<file path="src/rtl/cpu_configuration.sv">
// rtl/cpu_configuration.sv - shared unit encodings, issue control packet and width defaults
package cpu_configuration;

    localparam int XLEN_DEFAULT = 32;

    typedef enum logic [1:0] {
        UNIT_INT  = 2'd0,
        UNIT_MEM  = 2'd1,
        UNIT_CTRL = 2'd2,
        UNIT_SYS  = 2'd3
    } unit_e;

    localparam logic [2:0] SUB_UPPER = 3'd0;
    localparam logic [2:0] SUB_SPLIT = 3'd1;
    localparam logic [3:0] SEL_NO_UPPER = 4'd3;

    typedef struct packed {
        unit_e      unit;
        logic [2:0] sub_unit;
        logic [3:0] sel;
        logic       imm;
    } iss_ctrl_t;

    // Stores and branches scatter their 12-bit immediate around the rd field.
    function automatic logic is_split_imm(input logic [1:0] unit, input logic [2:0] sub_unit);
        return (sub_unit == SUB_SPLIT) && ((unit == UNIT_INT) || (unit == UNIT_MEM));
    endfunction

endpackage

</file>
<file path="src/rtl/register_file.sv">
// rtl/register_file.sv - NREG x XLEN register file, one write port, two async read ports
module register_file #(
    parameter int XLEN = 32,
    parameter int NREG = 32,
    localparam int AW  = $clog2(NREG)
) (
    input  logic            clk,
    input  logic            rst,
    input  logic            we_i,
    input  logic [AW-1:0]   waddr_i,
    input  logic [XLEN-1:0] wdata_i,
    input  logic [AW-1:0]   raddr1_i,
    input  logic [AW-1:0]   raddr2_i,
    output logic [XLEN-1:0] rdata1_o,
    output logic [XLEN-1:0] rdata2_o
);

    logic [XLEN-1:0] mem_q [NREG];

    always_ff @(posedge clk or posedge rst) begin
        if (rst) begin
            for (int i = 0; i < NREG; i++) mem_q[i] <= '0;
        end else if (we_i && (waddr_i != '0)) begin
            mem_q[waddr_i] <= wdata_i;
        end
    end

    assign rdata1_o = mem_q[raddr1_i];
    assign rdata2_o = mem_q[raddr2_i];

endmodule

</file>
<file path="src/rtl/operand_stage.sv">
// rtl/operand_stage.sv - operand read, immediate build, scoreboard and registered issue slot
module operand_stage
    import cpu_configuration::*;
#(
    parameter int XLEN = XLEN_DEFAULT,
    parameter int NREG = 32,
    localparam int AW  = $clog2(NREG)
) (
    input  logic            clk,
    input  logic            rst,
    input  logic            dec_valid_i,
    output logic            dec_ready_o,
    input  logic [1:0]      dec_unit_i,
    input  logic [2:0]      dec_sub_unit_i,
    input  logic [3:0]      dec_sel_i,
    input  logic            dec_imm_i,
    input  logic [24:0]     dec_instr_i,
    input  logic [XLEN-1:0] dec_pc_i,
    input  logic [XLEN-1:0] dec_jal_res_i,
    output logic            iss_valid_o,
    input  logic            iss_ready_i,
    output logic [1:0]      iss_unit_o,
    output logic [2:0]      iss_sub_unit_o,
    output logic [3:0]      iss_sel_o,
    output logic            iss_imm_o,
    output logic [XLEN-1:0] iss_rs1_o,
    output logic [XLEN-1:0] iss_rs2_o,
    output logic [XLEN-1:0] iss_immediate_o,
    output logic [XLEN-1:0] iss_jal_res_o,
    output logic [AW-1:0]   iss_rd_o,
    input  logic            wb_valid_i,
    input  logic [AW-1:0]   wb_adr_i,
    input  logic [XLEN-1:0] wb_data_i,
    input  logic            flush_i
);

    logic [4:0]      rd_f, rs1_f, rs2_f;
    logic [AW-1:0]   rd_a, rs1_a, rs2_a;
    logic [11:0]     s_imm;
    logic [19:0]     l_imm;
    logic            upper_imm, rs1_v, rs2_v, rd_v;
    logic            byp1, byp2, wb_hits_rd, hazard, slot_free, accept;
    logic [XLEN-1:0] rf_rd1, rf_rd2, op1, op2, imm_val;

    logic            valid_q, valid_d;
    iss_ctrl_t       ctrl_q, ctrl_d;
    logic [XLEN-1:0] rs1_q, rs1_d, rs2_q, rs2_d, imm_q, imm_d, jal_q, jal_d;
    logic [AW-1:0]   rd_q, rd_d;
    logic [NREG-1:0] pending_q, pending_d;

    assign rd_f  = dec_instr_i[4:0];
    assign rs1_f = dec_instr_i[12:8];
    assign rs2_f = dec_instr_i[17:13];
    assign rd_a  = rd_f[AW-1:0];
    assign rs1_a = rs1_f[AW-1:0];
    assign rs2_a = rs2_f[AW-1:0];

    assign s_imm = is_split_imm(dec_unit_i, dec_sub_unit_i) ? {dec_instr_i[24:18], dec_instr_i[4:0]}
                                                            : dec_instr_i[24:13];
    assign l_imm = dec_instr_i[24:5];

    assign upper_imm = dec_imm_i && (dec_unit_i == UNIT_INT) && (dec_sub_unit_i == SUB_UPPER)
                       && (dec_sel_i != SEL_NO_UPPER);
    assign rs1_v = !upper_imm;
    assign rs2_v = ((dec_unit_i == UNIT_INT) && (dec_sub_unit_i != SUB_UPPER) && !dec_imm_i)
                 || ((dec_unit_i == UNIT_MEM) && (dec_sub_unit_i == SUB_SPLIT));
    assign rd_v  = ((dec_unit_i == UNIT_INT) || (dec_unit_i == UNIT_MEM))
                 && (dec_sub_unit_i != SUB_SPLIT) && (rd_a != '0);

    always_comb begin
        imm_val = '0;
        if (upper_imm)      imm_val = XLEN'($signed({l_imm, 12'h000}));
        else if (dec_imm_i) imm_val = XLEN'($signed(s_imm));
    end

    register_file #(.XLEN(XLEN), .NREG(NREG)) u_rf (
        .clk      (clk),
        .rst      (rst),
        .we_i     (wb_valid_i),
        .waddr_i  (wb_adr_i),
        .wdata_i  (wb_data_i),
        .raddr1_i (rs1_a),
        .raddr2_i (rs2_a),
        .rdata1_o (rf_rd1),
        .rdata2_o (rf_rd2)
    );

    // A write-back landing this cycle both forwards its data and resolves the hazard.
    assign byp1       = wb_valid_i && (wb_adr_i == rs1_a) && (rs1_a != '0);
    assign byp2       = wb_valid_i && (wb_adr_i == rs2_a) && (rs2_a != '0);
    assign wb_hits_rd = wb_valid_i && (wb_adr_i == rd_a);

    assign op1 = ((dec_unit_i == UNIT_INT) && (dec_sub_unit_i == SUB_UPPER)) ? dec_pc_i
               : (rs1_a == '0) ? '0 : byp1 ? wb_data_i : rf_rd1;
    assign op2 = (rs2_a == '0) ? '0 : byp2 ? wb_data_i : rf_rd2;

    assign hazard = (rs1_v && pending_q[rs1_a] && !byp1)
                  || (rs2_v && pending_q[rs2_a] && !byp2)
                  || (rd_v && pending_q[rd_a] && !wb_hits_rd);

    assign slot_free   = !valid_q || iss_ready_i;
    assign dec_ready_o = slot_free && !hazard && !flush_i;
    assign accept      = dec_valid_i && dec_ready_o;

    always_comb begin
        valid_d   = valid_q;
        ctrl_d    = ctrl_q;
        rs1_d     = rs1_q;
        rs2_d     = rs2_q;
        imm_d     = imm_q;
        jal_d     = jal_q;
        rd_d      = rd_q;
        pending_d = pending_q;
        if (wb_valid_i) pending_d[wb_adr_i] = 1'b0;
        if (accept) begin
            valid_d         = 1'b1;
            ctrl_d.unit     = unit_e'(dec_unit_i);
            ctrl_d.sub_unit = dec_sub_unit_i;
            ctrl_d.sel      = dec_sel_i;
            ctrl_d.imm      = dec_imm_i;
            rs1_d           = op1;
            rs2_d           = op2;
            imm_d           = imm_val;
            jal_d           = dec_jal_res_i;
            rd_d            = rd_a;
            if (rd_v) pending_d[rd_a] = 1'b1;
        end else if (iss_ready_i || flush_i) begin
            valid_d = 1'b0;
        end
        pending_d[0] = 1'b0;
    end

    always_ff @(posedge clk or posedge rst) begin
        if (rst) begin
            valid_q   <= 1'b0;
            ctrl_q    <= '0;
            rs1_q     <= '0;
            rs2_q     <= '0;
            imm_q     <= '0;
            jal_q     <= '0;
            rd_q      <= '0;
            pending_q <= '0;
        end else begin
            valid_q   <= valid_d;
            ctrl_q    <= ctrl_d;
            rs1_q     <= rs1_d;
            rs2_q     <= rs2_d;
            imm_q     <= imm_d;
            jal_q     <= jal_d;
            rd_q      <= rd_d;
            pending_q <= pending_d;
        end
    end

    assign iss_valid_o     = valid_q;
    assign iss_unit_o      = ctrl_q.unit;
    assign iss_sub_unit_o  = ctrl_q.sub_unit;
    assign iss_sel_o       = ctrl_q.sel;
    assign iss_imm_o       = ctrl_q.imm;
    assign iss_rs1_o       = rs1_q;
    assign iss_rs2_o       = rs2_q;
    assign iss_immediate_o = imm_q;
    assign iss_jal_res_o   = jal_q;
    assign iss_rd_o        = rd_q;

endmodule
</file>
<file path="config.mk">
export PLATFORM = sky130hd
export DESIGN_NAME = operand_stage
export DESIGN_NICKNAME = d
export VERILOG_FILES = /design/src/rtl/cpu_configuration.sv /design/src/rtl/register_file.sv /design/src/rtl/operand_stage.sv
export SDC_FILE = /design/constraint.sdc
export NUM_CORES = 2
export LEC_CHECK = 0
export CORE_MARGIN = 2
export CORE_UTILIZATION = 60
export CTS_CLUSTER_SIZE = 40
export DETAILED_ROUTE_END_ITERATION = 12
export DONT_BUFFER_PORTS = 1
export HOLD_SLACK_MARGIN = 0.02
export PLACE_DENSITY = 0.72
export SYNTH_ARGS = -nofsm -noshare
export SYNTH_HDL_FRONTEND = slang
export SYNTH_SLANG_ARGS = --single-unit
</file>
<file path="constraint.sdc">
create_clock -name clk -period 51.5 [get_ports clk]
set_clock_uncertainty 0.2 [all_clocks]
set_input_delay 10.3 -clock clk [delete_from_list [all_inputs] [get_ports clk]]
set_output_delay 10.3 -clock clk [all_outputs]
set_load 0.02 [all_outputs]
</file>
* After elaboration in Yosys (flattened, before gate mapping)
Cells that the tools add are included.
Word-level totals: logic and storage cells 150, register bits 1199, input port bits 142
Operators by class: reduce and logical (&&, ||, !) cells 52, equality and inequality tests 7, order comparisons 10, mux-type cells 32, bitwise logic cells 6
Operators by type and width (count):
- bitwise mux 1024 bit | 1
- two-way mux 32 bit | 15
- binary-select mux 32 bit (select 5 bit) | 2
- demux 32 bit (select 5 bit) | 1
- AND 32 bit | 1
- inverter 32 bit | 1
- OR 32 bit | 1
- logical AND 1 bit | 28
- < comparator 5 x 6 -> 1 bit (second input constant) | 4
- nonzero test 5 bit | 4
- >= comparator 6 bit (second input constant) | 3
- inverter 5 -> 6 bit | 3
- binary-select mux 1 bit (select 5 bit) | 3
- == test 5 bit | 3
- demux 1 bit (select 5 bit) | 2
- >= comparator 5 x 1 -> 1 bit (second input constant) | 2
- zero test 5 bit | 2
- zero test 1 bit | 8
- two-way mux 1 bit | 7
- logical OR 1 bit | 6
- < comparator 6 x 1 -> 1 bit (second input constant) | 1
- two-way mux 5 bit | 1
- inequality test 4 x 2 -> 1 bit (second input constant) | 1
- == test 3 x 1 -> 1 bit (second input constant) | 1
- 6 further kinds | 6

* Depth between registers and ports, before layout
depth after elaboration 14, gate-level depth with buffers 13, mapped depth without buffers 7

* Hierarchy
Synthesis repeated with hierarchy kept, for this count alone.
Second synthesis, totals: cells, all modules 5500, area total of the unflattened synthesis 65940.7 µm²
Modules (own cells, without submodules):
- register_file | instances 1, cells each 4602, area an instance 55939.9 µm²
- operand_stage | instances 1, cells each 898, area an instance 10000.8 µm²

* Worst setup path before layout
No wires, ideal clock.
path kind input to output, start point input dec_instr_i[8], end point output dec_ready_o, buffers on the path 2, data arrival time 11.814 ns, path slack 29.186 ns, data required time 41.000 ns, cell stages on the path 8, cell sequence buf_4 > buf_6 > mux2_1 > a221oi_1 > nand2_1 > o2111a_1 > nor2_1 > and3_1
Between the ends: longest elaborated chain between the ends 10, elaborated cells on any way between the ends 14, those cells by class 1 x eq/ne; 2 x mux; 11 x reduce/logical
Ends and longest elaborated chain:
- start: declaration | line operand_stage.sv:17 | input logic [24:0] dec_instr_i,
- parallel branches: the longest is 4 deep, another holds binary-select mux 1 bit (select 5 bit)
- logical AND 1 bit (*) | line operand_stage.sv:97 | assign hazard = (rs1_v && pending_q[rs1_a] && !byp1)
- logical OR 1 bit (*) | line operand_stage.sv:98 | || (rs2_v && pending_q[rs2_a] && !byp2)
- logical OR 1 bit (*) | line operand_stage.sv:99 | || (rd_v && pending_q[rd_a] && !wb_hits_rd);
- zero test 1 bit (*) | line operand_stage.sv:102 | assign dec_ready_o = slot_free && !hazard && !flush_i;
- logical AND 1 bit (*) (2 in a row) | line operand_stage.sv:102
- end: declaration | line operand_stage.sv:12 | output logic dec_ready_o,
Mark *: on every way between the ends. The select of a mux whose other input is x is not followed.

* Final worst setup path
start point input dec_instr_i[15], end point output dec_ready_o
Between the ends: longest elaborated chain between the ends 10, elaborated cells on any way between the ends 14, those cells by class 1 x eq/ne; 2 x mux; 11 x reduce/logical
Ends and longest elaborated chain (line):
- parallel branches: the longest is 4 deep, another holds binary-select mux 1 bit (select 5 bit)
- logical AND 1 bit (*) | operand_stage.sv:98
- logical OR 1 bit (*) | operand_stage.sv:98
- logical OR 1 bit (*) | operand_stage.sv:99
- zero test 1 bit (*) | operand_stage.sv:102
- logical AND 1 bit (*) (2 in a row) | operand_stage.sv:102
Marks and branches as above.

==> flow_summary.ini <==
[power]
power.static_leakage_nw = 29.4
pint_mw = 2.02
maximum_resistive_drop_on_vdd_uv = 31.6
power.sequential.fraction_pct = 47.5
clkPwrFrac_pct = 34.9
report.power.total_mw = 2.78
swShare_pct = 27.2
p_comb_share_pct = 17.6
power.density_nw_per_um2 = 40.7
netSwitchingPower_uw = 756

[status]
outcome = finished, violations left
failed_checks = slew limit

[synth]
ys_warn_count = 0
synth.largest_area_cell = dfrtp_1
synth.avg_cell_area_um2 = 14.3
ys_ff_latch = 1199
syn-cell-area_um2 = 63400
synth-edff-count = 0
post_synth_main_area_contributors = dfrtp_1, mux2_2, mux4_2
synth_top_flop_cell = dfrtp_1
synthDistinctLibCells = 63
async_flop_share_pct = 100
number_of_nets_produced_by_synthesis = 4584
ys_seq_area_share_pct = 47.3
netlist.area_leader.share_pct = 47.3
post_synth_inst_count = 4442

[grt]
grt_pass1_wl_um = 277000
grt_max_degree = 312
via_count_of_the_first_global_routing_pass = 41400
global_route.overflow_total = 0
grt_antenna_before_repair = 4
groute.usage.overall_pct = 34.8

[routing]
drt_pre_antenna_iters = 6
post_drt_via_cell_ratio = 7.12
via_count = 40300
detail_route_antenna_nets = 0
drc = 0
finalWirelength_um = 186000
drt_iter0_markers = 4148
drt-wirelength-per-cell_um = 32.8

[layout]
share_of_the_core_filled_with_cells_pct = 65.0
layout-drive-gt1-share_pct = 44.9
fin_nets = 4304
final_cell_mix = dfrtp_1, mux2_2, mux4_2
layout_commonest_cell = dfrtp_1
fill_cells = 7497
syn_to_final_growth_pct = 7.69

[timing]
setup_viol = 0
timing.setup.tns_ns = 0
tightestPinTransition_ns = 1.77
final_hold_viol_count = 0
final_min_period_over_clock_period_pct = 44.5
min_period_ns = 22.94
max_slew_margin_pct = -18.1
rsz0062_at_grt = false
maxSlewViolCount = 111
fmax_mhz = 43.6

[worst_setup_path]
worstSetupPathType = input pin to output pin
rr_startpoint = pending_q[17]
worst_ep_required_ns = 41.00
rr_worst_depth = 9
start_kind = input pin
cp_data_arrival_time_ns = 12.44
critical_path.reg2reg.endpoint = iss_rs1_o[14]
end_kind = output pin
r2r_slack_ns = 46.86
critPathMaxFanout = 92

[cts]
worst_skew_pair.late_latency_ns = 0.76
clock_sink_count = 1199
cts_made_buffers = 133
cts_tree = built
clock_path_buffers = 3
htreeDepth = 4
cts_hold_buffers = 0
path_clk_slew_ns = 0.05
cts.root.buffer_cell = clkbuf_16
post-cts-setup-buffers = 0
post_cts_resize_count = 0

[floorplan]
die_height_um = 329
floorplan.core_area_um2 = 105000
fp.dieArea_um2 = 108000
die_x_um = 329
num_rows = 119
start_util_pct = 60.4
num_io_pins = 287

[placed_design]
placement.io_buffers = 0
post-dp-hpwl_um = 97900
globalplace.congestion = 0.886

[hold_path]
worst_hold_path_type = flip-flop to flip-flop
worstHoldPathCells = 0
hold_path_startpoint = u_rf.mem_q[996]
min_delay_endpoint = u_rf.mem_q[996]

[job]
drv_cap = 0
[synth_stat cells, types with 8 or more instances]
cell and count:
mux4_2 483, buf_4 11, a31oi_1 44, inv_1 35
buf_1 61, a221oi_1 45, a22oi_1 34, clkbuf_1 311
nor2_1 79, nand2_1 328, nor3_1 33, mux2_2 994
mux2_4 116, a21oi_1 37, buf_8 11, xnor2_1 13
buf_2 76, a22o_1 29, o21ai_1 15, nand2b_1 8
mux2i_1 204, dfrtp_1 1199, mux2_1 29, a32oi_1 64
o21ai_0 84, nand3_1 9, o22ai_1 16
[worst max path at each step]
stage / start / endpoint
2_1_floorplan: rst / iss_imm_o
3_3_place_gp: dec_instr_i[14] / dec_ready_o
3_5_place_dp: dec_sub_unit_i[2] / dec_ready_o
4_1_cts: dec_sub_unit_i[2] / dec_ready_o
5_1_grt: dec_sub_unit_i[2] / dec_ready_o
6_report: dec_instr_i[15] / dec_ready_o
[per-layer routing]
| metal | vias to the layer above | share of wire, % | global-route usage [%] |
|---|---|---|---|
| li1 | 16200 | - | - |
| met1 | 21700 | 40 | 47.7 |
| met2 | 1883 | 47 | 54.2 |
| met3 | 496 | 8.0 | 7.44 |
| met4 | 4 | 4.7 | 15.5 |
| met5 | - | 0.013 | 0 |
[critical path: stages]
cell	delay [ns]
inv_6	0.59
buf_12	0.44
mux2i_1	0.32
o21ai_0	0.12
nand3_1	0.13
and3_1	0.29
[power by group through the flow]
stage               Clock (mW)  Combinational [mW]  Sequential, mW
finish                   0.969               0.488            1.32
floorplan                    0               0.439            1.28
CTS                      0.982               0.488            1.31
global route              1.02               0.522            1.34
detailed placement           0               0.486            1.33
global placement             0               0.472            1.32
[layout make-up]
| type | count | area (um2) | share of cell area, % |
|---|---|---|---|
| Antenna cell | 1 | 2.50 | 0.00367 |
| Sequential cell | 1199 | 30000 | 44.0 |
| Clock buffer | 202 | 4000 | 5.87 |
| Clock inverter | 41 | 434 | 0.636 |
| Multi-Input combinational cell | 2726 | 31400 | 46.0 |
| Tap cell | 1391 | 1740 | 2.55 |
| Timing Repair Buffer | 62 | 515 | 0.755 |
| Inverter | 40 | 165 | 0.242 |
[kinds of logic after synthesis]
kind of cell / after synthesis / synth area share (%)
AOI/OAI and AO/OA: 386 / 4.24
and+or+nand+nor: 498 / 3.30
DFF: 1199 / 47.3
muxes: 1827 / 41.4
buffers and inverters: 517 / 3.56
xor gates and xnor gates: 15 / 0.207
[stage by stage]
step	setup WS (ns)	area (um2)	cells	hold slack (ns)
after global routing	28.58	68200	5661	0.203
after CTS	28.72	68200	5661	0.197
after detailed placement	28.73	63800	5418	0.182
after floorplan	7.22	63400	4442	0.241
after global placement	28.77	63800	5418	0.177
final	28.56	68200	5662	0.193
[state kept, by name (all words and copies together), names as in the netlist]
| name | count |
|---|---|
| iss_rs1_o | 32 |
| iss_sel_o | 4 |
| iss_jal_res_o | 32 |
| iss_valid_o | 1 |
| pending_q | 31 |
| iss_unit_o | 2 |
| iss_imm_o | 1 |
| iss_rd_o | 5 |
| u_rf.mem_q | 1024 |
| iss_immediate_o | 32 |
| iss_sub_unit_o | 3 |
| iss_rs2_o | 32 |
Note: power is estimated with default switching activity, not from simulation.
